[src/rtl/load_ext_pkg.sv]
// -----------------------------------------------------------------------------
// load_ext_pkg
// Shared definitions for the load-data extract/extend pipeline:
//   - access-size encodings used on in_size
//   - width of the saturating address-error counter
//   - is_misaligned(): decides whether an access violates natural alignment
// -----------------------------------------------------------------------------
package load_ext_pkg;

    localparam logic [1:0] SZ_BYTE  = 2'd0;
    localparam logic [1:0] SZ_HALF  = 2'd1;
    localparam logic [1:0] SZ_WORD  = 2'd2;
    localparam logic [1:0] SZ_DWORD = 2'd3;

    localparam int ERR_CNT_W = 16;

    // The offset is passed zero-extended to 3 bits so one function serves
    // both datapath widths. A dword access on a 32-bit datapath cannot be
    // satisfied, so it is reported as misaligned.
    function automatic logic is_misaligned(input logic [1:0] size,
                                           input logic [2:0] off,
                                           input int         data_w);
        logic r;
        case (size)
            SZ_BYTE:  r = 1'b0;
            SZ_HALF:  r = off[0];
            SZ_WORD:  r = (off[1:0] != 2'b00);
            SZ_DWORD: r = (data_w != 64) || (off != 3'b000);
            default:  r = 1'b1;
        endcase
        return r;
    endfunction

endpackage

[src/rtl/load_ext_pipe_ext_field.sv]
// -----------------------------------------------------------------------------
// ext_field
// Combinational sign/zero extender. The field arrives already shifted down to
// bit 0; bits above the access size are replaced by the field MSB (i_sign=1)
// or by zeros (i_sign=0). A full-width access passes through untouched.
// Ports:
//   i_field  DATA_W  right-aligned field
//   i_size   2       access size (byte/half/word/dword)
//   i_sign   1       1 = sign extend, 0 = zero extend
//   o_ext    DATA_W  extended value
// -----------------------------------------------------------------------------
module ext_field
    import load_ext_pkg::*;
#(
    parameter int DATA_W = 32
) (
    input  logic [DATA_W-1:0] i_field,
    input  logic [1:0]        i_size,
    input  logic              i_sign,
    output logic [DATA_W-1:0] o_ext
);

    logic [6:0]        w_nbits;
    logic [DATA_W-1:0] w_mask;
    logic              w_msb;

    // Field-width mask and field sign bit for the requested size
    always_comb begin
        w_nbits = 7'd8 << i_size;
        // A shift by >= DATA_W yields zero, so full-width sizes get an all-ones mask
        w_mask  = ~({DATA_W{1'b1}} << w_nbits);
        case (i_size)
            SZ_BYTE:  w_msb = i_field[7];
            SZ_HALF:  w_msb = i_field[15];
            SZ_WORD:  w_msb = i_field[31];
            SZ_DWORD: w_msb = i_field[DATA_W-1];
            default:  w_msb = 1'b0;
        endcase
    end

    assign o_ext = (i_field & w_mask) | ({DATA_W{i_sign & w_msb}} & ~w_mask);

endmodule

[src/rtl/load_ext_pipe.sv]
// -----------------------------------------------------------------------------
// load_ext_pipe
// Two-stage load-data extractor between the data-memory read port and the
// writeback register. Stage 1 shifts the addressed field down and flags
// misalignment; stage 2 extends the field to full width. Valid/ready flow
// control lets the surrounding pipeline stall (out_ready=0) or kill (flush)
// in-flight beats.
// Ports:
//   clk, rst            clock, synchronous active-high reset
//   flush               drop every in-flight entry (highest priority)
//   in_valid/in_ready   input handshake; in_ready depends on out_ready only
//   in_data/off/size/sign/tag   raw word, byte offset, size, signedness, tag
//   out_valid/out_ready output handshake
//   out_data/tag/adel   extended result, tag, address-error flag
//   err_cnt             saturating count of delivered address errors
// -----------------------------------------------------------------------------
module load_ext_pipe
    import load_ext_pkg::*;
#(
    parameter int DATA_W = 32,
    parameter int OFF_W  = $clog2(DATA_W / 8),
    parameter int TAG_W  = 5
) (
    input  logic                 clk,
    input  logic                 rst,
    input  logic                 flush,
    input  logic                 in_valid,
    output logic                 in_ready,
    input  logic [DATA_W-1:0]    in_data,
    input  logic [OFF_W-1:0]     in_off,
    input  logic [1:0]           in_size,
    input  logic                 in_sign,
    input  logic [TAG_W-1:0]     in_tag,
    output logic                 out_valid,
    input  logic                 out_ready,
    output logic [DATA_W-1:0]    out_data,
    output logic [TAG_W-1:0]     out_tag,
    output logic                 out_adel,
    output logic [ERR_CNT_W-1:0] err_cnt
);

    // Stage 1 state
    logic               r_v1;
    logic [DATA_W-1:0]  r_s1_field;
    logic [1:0]         r_s1_size;
    logic               r_s1_sign;
    logic [TAG_W-1:0]   r_s1_tag;
    logic               r_s1_adel;

    // Stage 2 state
    logic               r_v2;
    logic [DATA_W-1:0]  r_s2_data;
    logic [TAG_W-1:0]   r_s2_tag;
    logic               r_s2_adel;

    logic [ERR_CNT_W-1:0] r_err_cnt;

    logic               w_adv1;
    logic               w_adv2;
    logic [2:0]         w_off3;
    logic               w_s1_adel;
    logic [DATA_W-1:0]  w_shift;
    logic [DATA_W-1:0]  w_s1_field;
    logic [DATA_W-1:0]  w_ext;

    // A stage may load when it is empty or its content moves on this cycle
    assign w_adv2   = !r_v2 || out_ready;
    assign w_adv1   = !r_v1 || w_adv2;
    assign in_ready = w_adv1;

    assign w_off3     = 3'(in_off);
    assign w_s1_adel  = is_misaligned(in_size, w_off3, DATA_W);
    assign w_shift    = in_data >> {in_off, 3'b000};
    // Misaligned beats carry a zero field so the result is zero by construction
    assign w_s1_field = w_s1_adel ? {DATA_W{1'b0}} : w_shift;

    ext_field #(
        .DATA_W (DATA_W)
    ) u_ext_field (
        .i_field (r_s1_field),
        .i_size  (r_s1_size),
        .i_sign  (r_s1_sign),
        .o_ext   (w_ext)
    );

    // Pipeline registers: reset clears everything, flush only kills valids
    always_ff @(posedge clk) begin
        if (rst) begin
            r_v1       <= 1'b0;
            r_s1_field <= {DATA_W{1'b0}};
            r_s1_size  <= 2'b00;
            r_s1_sign  <= 1'b0;
            r_s1_tag   <= {TAG_W{1'b0}};
            r_s1_adel  <= 1'b0;
            r_v2       <= 1'b0;
            r_s2_data  <= {DATA_W{1'b0}};
            r_s2_tag   <= {TAG_W{1'b0}};
            r_s2_adel  <= 1'b0;
        end else if (flush) begin
            r_v1 <= 1'b0;
            r_v2 <= 1'b0;
        end else begin
            if (w_adv2) begin
                r_v2 <= r_v1;
                if (r_v1) begin
                    r_s2_data <= r_s1_adel ? {DATA_W{1'b0}} : w_ext;
                    r_s2_tag  <= r_s1_tag;
                    r_s2_adel <= r_s1_adel;
                end
            end
            if (w_adv1) begin
                r_v1 <= in_valid;
                if (in_valid) begin
                    r_s1_field <= w_s1_field;
                    r_s1_size  <= in_size;
                    r_s1_sign  <= in_sign;
                    r_s1_tag   <= in_tag;
                    r_s1_adel  <= w_s1_adel;
                end
            end
        end
    end

    // Saturating count of address errors actually handed to the consumer;
    // a handshake in a flush cycle still completes, so it still counts
    always_ff @(posedge clk) begin
        if (rst) begin
            r_err_cnt <= {ERR_CNT_W{1'b0}};
        end else if (r_v2 && out_ready && r_s2_adel && (r_err_cnt != {ERR_CNT_W{1'b1}})) begin
            r_err_cnt <= r_err_cnt + ERR_CNT_W'(1);
        end
    end

    assign out_valid = r_v2;
    assign out_data  = r_s2_data;
    assign out_tag   = r_s2_tag;
    assign out_adel  = r_s2_adel;
    assign err_cnt   = r_err_cnt;

endmodule

[config.mk]
export PLATFORM = sky130hd
export DESIGN_NAME = load_ext_pipe
export DESIGN_NICKNAME = d
export VERILOG_FILES = /design/src/rtl/load_ext_pkg.sv /design/src/rtl/load_ext_pipe_ext_field.sv /design/src/rtl/load_ext_pipe.sv
export SDC_FILE = /design/constraint.sdc
export NUM_CORES = 1
export LEC_CHECK = 0
export ABC_AREA = 1
export CORE_AREA = 5 5 131 133
export CTS_BUF_LIST = sky130_fd_sc_hd__clkbuf_8
export DETAILED_ROUTE_END_ITERATION = 10
export DIE_AREA = 0 0 136 138
export GPL_TIMING_DRIVEN = 0
export HOLD_SLACK_MARGIN = 0.12
export MAX_ROUTING_LAYER = met4
export PLACE_DENSITY = 0.47
export SYNTH_ARGS = -nofsm -noshare
export SYNTH_HDL_FRONTEND = slang
export SYNTH_SLANG_ARGS = --single-unit
[constraint.sdc]
create_clock -name clk -period 4.49 [get_ports clk]
set_input_delay 1.347 -clock clk [delete_from_list [all_inputs] [get_ports clk]]
set_output_delay 1.347 -clock clk [all_outputs]
set_load 0.02 [all_outputs]
# Word-level counts from Yosys, hierarchy flattened

Cells that the tools add are included.

Logic and storage cells: 47
Output and inout port bits: 56
Input bits: 47
Bits in registers: 97

$add $sub $neg: 1
Bitwise operators: 7
Reductions and logical operators: 14
Equal/unequal tests: 7
Mux-type cells: 4
Shifts and indexed selects: 3

Operators by type and width:

| cell                    | number |
|---|---|
| $and A32 B32 Y32        | 2 |
| $mux W32                | 2 |
| $not A32 Y32            | 2 |
| $or A32 B32 Y32         | 1 |
| $shl A32 B7 Y32 const A | 1 |
| $shr A32 B5 Y32         | 1 |
| $add A16 B1 Y16 const B | 1 |
| $ne A16 B16 Y1 const B  | 1 |
| $eq A2 B2 Y1 const B    | 4 |
| $shl A4 B2 Y7 const A   | 1 |
| $reduce_and A3 Y1       | 2 |
| $eq A2 B1 Y1 const B    | 2 |
| $logic_not A2 Y1        | 2 |
| $pmux W1 S4             | 1 |
| $reduce_or A2 Y1        | 2 |
| $logic_and A1 B1 Y1     | 3 |
| $pmux W1 S3             | 1 |
| $logic_not A1 Y1        | 2 |
| $logic_or A1 B1 Y1      | 2 |
| $reduce_bool A2 Y1      | 1 |
| $and A1 B1 Y1           | 1 |
| $not A1 Y1              | 1 |

# Longest topological paths before layout

Gate-level depths: netlist of the first run.

Depth after elaboration: 7
Depth in mapped cells: 10
Mapped depth without buffers: 10

# Cells and area by module

From an unflattened synthesis of the first run, not the netlist that was laid out.

Cell total of the unflattened synthesis: 660
Area total of the unflattened synthesis: 4710.8 um2

Modules (own cells, without submodules):

| module        | cells each | area each (um2) | seq. area each (um2) | instances |
|---|---|---|---|---|
| load_ext_pipe | 593        | 4421.7          | 1941.9               | 1 |
| ext_field     | 67         | 289.0           | 0.0                  | 1 |

# Least setup slack after synthesis of the first run

Ideal clock, no wire load.

Kind: input to output
Start point: in out_ready
End point: out in_ready
Required time: 3.143 ns
Stages on the path: 2
Setup slack: 1.537 ns
Arrival time: 1.606 ns
Buffers on the path: 0
Path through: nor2_4 -> nand2_2

Longest elaborated chain between the ends: 2

Ends and longest elaborated chain:

| element            | RTL line            | source |
|---|---|---|
| start: declaration | load_ext_pipe.sv:35 | `input logic out_ready,` |
| $logic_or A1 B1 Y1 | load_ext_pipe.sv:67 | `assign w_adv2 = !r_v2 \|\| out_ready;` |
| $logic_or A1 B1 Y1 | load_ext_pipe.sv:68 | `assign w_adv1 = !r_v1 \|\| w_adv2;` |
| end: declaration   | load_ext_pipe.sv:28 | `output logic in_ready,` |

Every way passes these cells.

# Worst setup path in the final report of the first run

Same ends and word-level chain as after synthesis.

==> results by group, run 1 <==
Outcome
  – Status: finished, final reports clean

Die
  – Die area: 0.01877 mm²
  – Die W: 136 µm
  – DIE HEIGHT: 138 µm
  – Rows: 46
  – Ports: 103
  – Core area: 0.01571 mm²
  – Initial Utilization: 29.47%

Finish
  – Syn-to-layout area delta: 32.18%
  – Nets@finish: 841
  – Fill cells: 1,690
  – Fin util: 38.96%
  – Layout cell share with drive strength beyond 1: 8.657%
  – N_diodes: 0

Logic synthesis
  – Post-Synth Adder-Cell Area: 0.2702%
  – EDFF count, synth: 0
  – Area contributors post-synth: dfxtp_1 (42%), nand2_1 (18%), nor2_1 (7.5%)
  – Mean post-synth cell area: 6.800 µm²
  – FF+latch count, synth: 97
  – Synthesized net count: 729
  – Post-synth cell types: 35
  – Syn. warnings: 0
  – Top cells by count, synth: nand2_1 (219), dfxtp_1 (97), nor2_1 (92)
  – Synth top area share: 41.93%
  – Xor/xnor share of the synthesized area: 1.135%
  – Simple-Gate Fraction of Synth Area: 33.23%
  – Cell count after synthesis: 681
  – Compound-Gate Fraction of Synth Area: 16.05%
  – Seq/Total Area, Yosys: 41.93%
  – Asr flop ratio synth: 0%
  – Top cell type by total area after synthesis: dfxtp_1
  – Count leader, synth: nand2_1
  – Mux contribution to synthesized area: 0%
  – Predominant post-synthesis flop cell: dfxtp_1
  – Main combinational cell family by area after synthesis: simple AND/OR/NAND/NOR gates
  – Synthesized cell area: 0.004631 mm²

Clocking
  – Reg clk slew, reported paths: 0.09 ns
  – Htree depth: 3
  – Total CTS buffers: 9
  – Postcts setup bufs: 0
  – Sink Count: 97
  – CTS tree: yes
  – Hold-fix buffers, CTS: 0
  – CTS Root Cell: clkbuf_8
  – Clk Latency, worst-skew pair: 0.37 ns
  – Worst-case clock buffer depth: 2
  – Post-CTS sizing: 0

Routing
  – Post-Route WL: 14.35 mm
  – Via count: 4,587
  – Drt via density: 4.528
  – DR iter-0 viols: 246
  – Router iterations before antenna repair: 4
  – ANT nets after route: 0
  – DRC Markers: 0
  – Drt wl/cell: 14.17 µm

Setup path
  – Startpoint Class: input port
  – CP Class: in2out
  – WP data arrival: 2.64 ns
  – Crit end category: primary output
  – Critical path peak fanout: 3
  – Critical Path RT: 3.14 ns

Placement
  – Final GP Congestion: 0.8788
  – Hpwl dp: 11.44 mm
  – Buffers on Ports: 101
  – Pre-CTS setup slack: 0.4949 ns

Global routing
  – Number of global-route vias before repair: 4,680
  – Largest net degree at the start of global routing: 16
  – M1 GR Usage: 20.66%
  – Grt total ovfl: 0
  – Antenna violations before repair: 0
  – Global route hottest layer: met2
  – Total Routing Usage GR: 16.00%
  – Met2 usage: 25.45%
  – First-pass GRT wire length: 23.38 mm
  – Met3 Usage GRT: 3.084%

Timing
  – Final Setup Violations: 0
  – Final slew viol count: 0
  – Final Hold Viols: 0
  – Final setup TNS: 0 ns
  – Min Clock Period, post-route: 3.988 ns
  – Slew Limit Headroom: 57.67%
  – Max Freq: 250.7 MHz
  – Period utilization: 88.83%
  – Final worst setup slack: 0.5016 ns
  – RSZ-0062 raised after global routing: false
  – Clk_skew: 0.007195 ns
  – Worst Tran Pin Value: 0.6350 ns

Flow run
  – MaxCap Viol Count: 0

Power
  – Max VDD drop: 0.1229 mV
  – Pwr dens: 282.0 mW/mm²
  – Leakage: 2.263 nW

Hold path
  – Hold Crit Class: reg2reg
## sequential cells by signal, summed over array words and instances (netlist names), 2 cells and up
signal / cells
err_cnt: 16
r_s1_field: 32
out_data: 32
r_s1_size: 2
r_s1_tag: 5
out_tag: 5
## kinds of logic after synthesis
| kind of cell | Yosys count |
|---|---|
| flops | 97 |
| buf+inv | 72 |
| compound gates | 133 |
| fa+ha+maj | 1 |
| xor+xnor | 6 |
| simple gates | 372 |
## per-stage QoR
| step | cells | hold WS [ns] | power, mW | instance area [µm²] |
|---|---|---|---|---|
| CTS | 1013 | 0.4563 | 1.753 | 6121 |
| finish | 1013 | 0.4590 | 1.726 | 6121 |
| global placement | 998 | 0.4512 | 1.126 | 5912 |
| global route | 1013 | 0.4896 | 1.818 | 6121 |
| detailed placement | 998 | 0.4517 | 1.127 | 5912 |
| floorplan | 681 | 0.4410 | 1.028 | 4631 |
## power by group
group / internal, mW / total, mW / leakage, nW / switching (mW)
clock: 0.309 / 0.621 / 0.106 / 0.313
combinational: 0.0890 / 0.217 / 1.37 / 0.128
sequential: 0.877 / 0.888 / 0.785 / 0.0105
## layout make-up
type / instances / area, µm² / area share [%]
tap: 216 / 270.3 / 4.415
multi-input combinational: 512 / 2347 / 38.35
clock inverter: 6 / 85.08 / 1.390
inverter: 35 / 133.9 / 2.187
timing repair buffer: 101 / 1011 / 16.52
sequential: 97 / 1942 / 31.73
buffer: 37 / 207.7 / 3.393
clock buffer: 9 / 123.9 / 2.024
## worst paths after layout
path | start | end | slack, ns | cells past startpoint
worst max-delay path | out_ready | in_ready | 0.50 | 4
worst min-delay path | r_s1_field[0]$_SDFFE_PP0P_ | out_data[0]$_SDFFE_PP0P_ | 0.46 | 2
worst max register to register | err_cnt[0]$_SDFFE_PP0P_ | err_cnt[13]$_SDFFE_PP0P_ | 2.62 | 9
worst min register to register | r_s1_field[0]$_SDFFE_PP0P_ | out_data[0]$_SDFFE_PP0P_ | 0.46 | 2
## cell usage in the layout (no fill, tap or decap), types with 4 or more instances in the layout
| cell | instances |
|---|---|
| a21oi_2 | 10 |
| clkdlybuf4s50_1 | 101 |
| nor2_1 | 92 |
| xnor2_1 | 4 |
| o21a_1 | 8 |
| inv_1 | 30 |
| o21ai_0 | 35 |
| buf_2 | 13 |
| clkbuf_1 | 16 |
| a31oi_1 | 6 |
| buf_6 | 4 |
| dfxtp_1 | 97 |
| o21ai_1 | 4 |
| nand4_1 | 4 |
| nor3_1 | 8 |
| nand2_1 | 219 |
| a21oi_1 | 67 |
| nor2_2 | 10 |
| nand3_1 | 29 |
| clkbuf_8 | 10 |
## layer usage
layer	share of wire (%)	wire length, µm
met1	48	6941
met2	46	6587
met3	4.1	595
met4	1.6	229
met5	0	0
## critical path: stages
cell and delay, ns:
clkdlybuf4s50_1 0.54, nor2_4 0.07, nand2_2 0.08, clkdlybuf4s50_1 0.60
Note: power is estimated with default switching activity, not from simulation.
==> run 2, diff against run 1 <==
- ABC_AREA: 1 -> 0
- CORE_AREA: 5 5 131 133 -> 5 5 128 130
- DIE_AREA: 0 0 136 138 -> 0 0 133 135
- PLACE_DENSITY: 0.47 -> 0.48
- clock period: 4.49 -> 5 ns (I/O delays scaled with it)
==> results by group, run 2 <==
Outcome
  – Status: finished, final reports clean

Die
  – Die area: 0.01796 mm²
  – Ports: 103
  – DIE HEIGHT: 135 µm
  – Rows: 45
  – Initial Utilization: 29.35%
  – Core area: 0.01503 mm²
  – Die W: 133 µm

Hold path
  – Hold Startpoint: r_s1_field[14]$_SDFFE_PP0P_
  – Hold endpoint: r_s1_field[14]$_SDFFE_PP0P_
  – Worst hold path cell count: 2
  – Hold Crit Class: reg2reg

Logic synthesis
  – Predominant post-synthesis flop cell: dfxtp_1
  – Synthesized cell area: 0.004412 mm²
  – Seq/Total Area, Yosys: 44.02%
  – FF+latch count, synth: 97
  – Mean post-synth cell area: 8.500 µm²
  – Top cells by count, synth: dfxtp_1 (97), nand2_1 (93), a21oi_1 (67)
  – Area contributors post-synth: dfxtp_1 (44%), nand2_1 (7.9%), a21oi_1 (7.6%)
  – Post-synth cell types: 43
  – Synth top area share: 44.02%
  – Top cell type by total area after synthesis: dfxtp_1
  – Syn. warnings: 0
  – Asr flop ratio synth: 0%
  – Count leader, synth: dfxtp_1
  – Synthesized net count: 567
  – EDFF count, synth: 0
  – Cell count after synthesis: 519

Clocking
  – Hold-fix buffers, CTS: 0
  – CTS Root Cell: clkbuf_8
  – Total CTS buffers: 9
  – Reg clk slew, reported paths: 0.09 ns
  – Sink Count: 97
  – Postcts setup bufs: 0
  – Worst-case clock buffer depth: 2
  – Htree depth: 3
  – Clk Latency, worst-skew pair: 0.37 ns
  – CTS tree: yes
  – Post-CTS sizing: 0

Setup path
  – Worst r2r src: out_valid$_SDFFE_PP0P_
  – CP Class: in2out
  – R2R Setup Slk: 3.03 ns
  – WP data arrival: 3.05 ns
  – Startpoint Class: input port
  – Path depth of the worst reg2reg path: 7
  – Critical R2R Capture: out_data[22]$_SDFFE_PP0P_
  – Critical path peak fanout: 10
  – Crit end category: primary output
  – Critical Path RT: 3.50 ns

Timing
  – RSZ-0062 raised after global routing: false
  – Period utilization: 91.02%
  – Final setup TNS: 0 ns
  – Clk_skew: 0.01030 ns
  – Final Setup Violations: 0
  – Max Freq: 219.7 MHz
  – Final slew viol count: 0
  – Final Hold Viols: 0
  – Min Clock Period, post-route: 4.551 ns
  – Worst Tran Pin Value: 0.7294 ns
  – Slew Limit Headroom: 51.37%

Power
  – Pwr dens: 245.0 mW/mm²
  – Leakage: 1.865 nW
  – Max VDD drop: 0.1764 mV

Routing
  – Via count: 4,085
  – Drt wl/cell: 16.47 µm
  – Post-Route WL: 13.58 mm
  – DR iter-0 viols: 216
  – Drt via density: 4.958
  – ANT nets after route: 0
  – Router iterations before antenna repair: 4
  – DRC Markers: 0

Global routing
  – Antenna violations before repair: 0
  – Total Routing Usage GR: 15.71%
  – Number of global-route vias before repair: 4,099
  – First-pass GRT wire length: 21.75 mm
  – Largest net degree at the start of global routing: 16
  – Grt total ovfl: 0

Finish
  – Layout cell share with drive strength beyond 1: 9.591%
  – Nets@finish: 679
  – Fill cells: 1,526
  – Sequential Area: 0.001942 mm²
  – Leading cell type in the layout, fill and taps excluded: clkdlybuf4s50_1
  – N_diodes: 0
  – Syn-to-layout area delta: 32.13%
  – Fin area: 0.005829 mm²
  – Multi-input logic area: 0.002212 mm²
  – Fin util: 38.78%
  – Most frequent cells in the layout: clkdlybuf4s50_1 (101), dfxtp_1 (97), nand2_1 (93), a21oi_1 (67), inv_1 (23)

Placement
  – Final GP Congestion: 0.7903
  – Buffers on Ports: 101
  – Hpwl dp: 10.63 mm
  – Area post-placement: 0.005658 mm²

Flow run
  – MaxCap Viol Count: 0
[run 2: metal layers]
layer	track usage (%)	vias to the layer above	share of wire (%)
met5	-	-	0
met4	4.215	0	1.3
met3	3.763	10	4.5
met2	25.06	93	47
met1	20.02	1902	47
li1	-	2080	-
[run 2: worst max path at each step]
stage	cells after the start	endpoint	startpoint
floorplan	3	in_ready	out_ready
CTS	5	in_ready	out_ready
finish	5	in_ready	out_ready
detailed placement	5	in_ready	out_ready
global route	5	in_ready	out_ready
global placement	5	in_ready	out_ready
[run 2: critical path, cell delays in order]
cell and delay, ns:
clkdlybuf4s50_1 0.46, nor2b_1 0.19, buf_4 0.23, nand2_1 0.11, clkdlybuf4s50_1 0.55
[run 2: per-stage QoR]
| stage | worst slack [ns] | total power [mW] | hold slack [ns] | std cells |
|---|---|---|---|---|
| finish | 0.4491 | 1.428 | 0.4550 | 824 |
| global route | 0.3393 | 1.502 | 0.4761 | 824 |
| CTS | 0.4549 | 1.455 | 0.4574 | 824 |
| detailed placement | 0.4665 | 0.9762 | 0.4442 | 808 |
| global placement | 0.4816 | 0.9748 | 0.4368 | 808 |
| floorplan | 1.538 | 0.8948 | 0.4321 | 519 |
[run 2: cell type report]
class	instances	share of cell area, %
plain buffers	38	3.069
clock buffers	10	2.361
clock inverters	6	0.5795
inverters	21	1.352
multi-input cells	363	37.95
flip-flops and latches	97	33.31
well taps	188	4.035
repair buffers	101	17.34
[run 2: kinds of logic (layout without fill, tap and decap cells)]
group                      after synthesis  count (layout)  share of synthesized area [%]
buffers and inverters                   59             176                          5.843
muxes                                   26              26                          6.183
DFF                                     97              97                          44.02
AOI/OAI and AO/OA                      158             158                          24.79
adders and majority gates                2               2                         0.5105
and+or+nand+nor                        177             177                          18.66
[run 2: report_power, final]
| group | internal, mW | switching, mW | total (mW) | leakage (nW) |
|---|---|---|---|---|
| clock network | 0.191 | 0.279 | 0.470 | 0.0951 |
| registers | 0.784 | 0.00745 | 0.792 | 0.784 |
| logic | 0.0711 | 0.0948 | 0.166 | 0.986 |
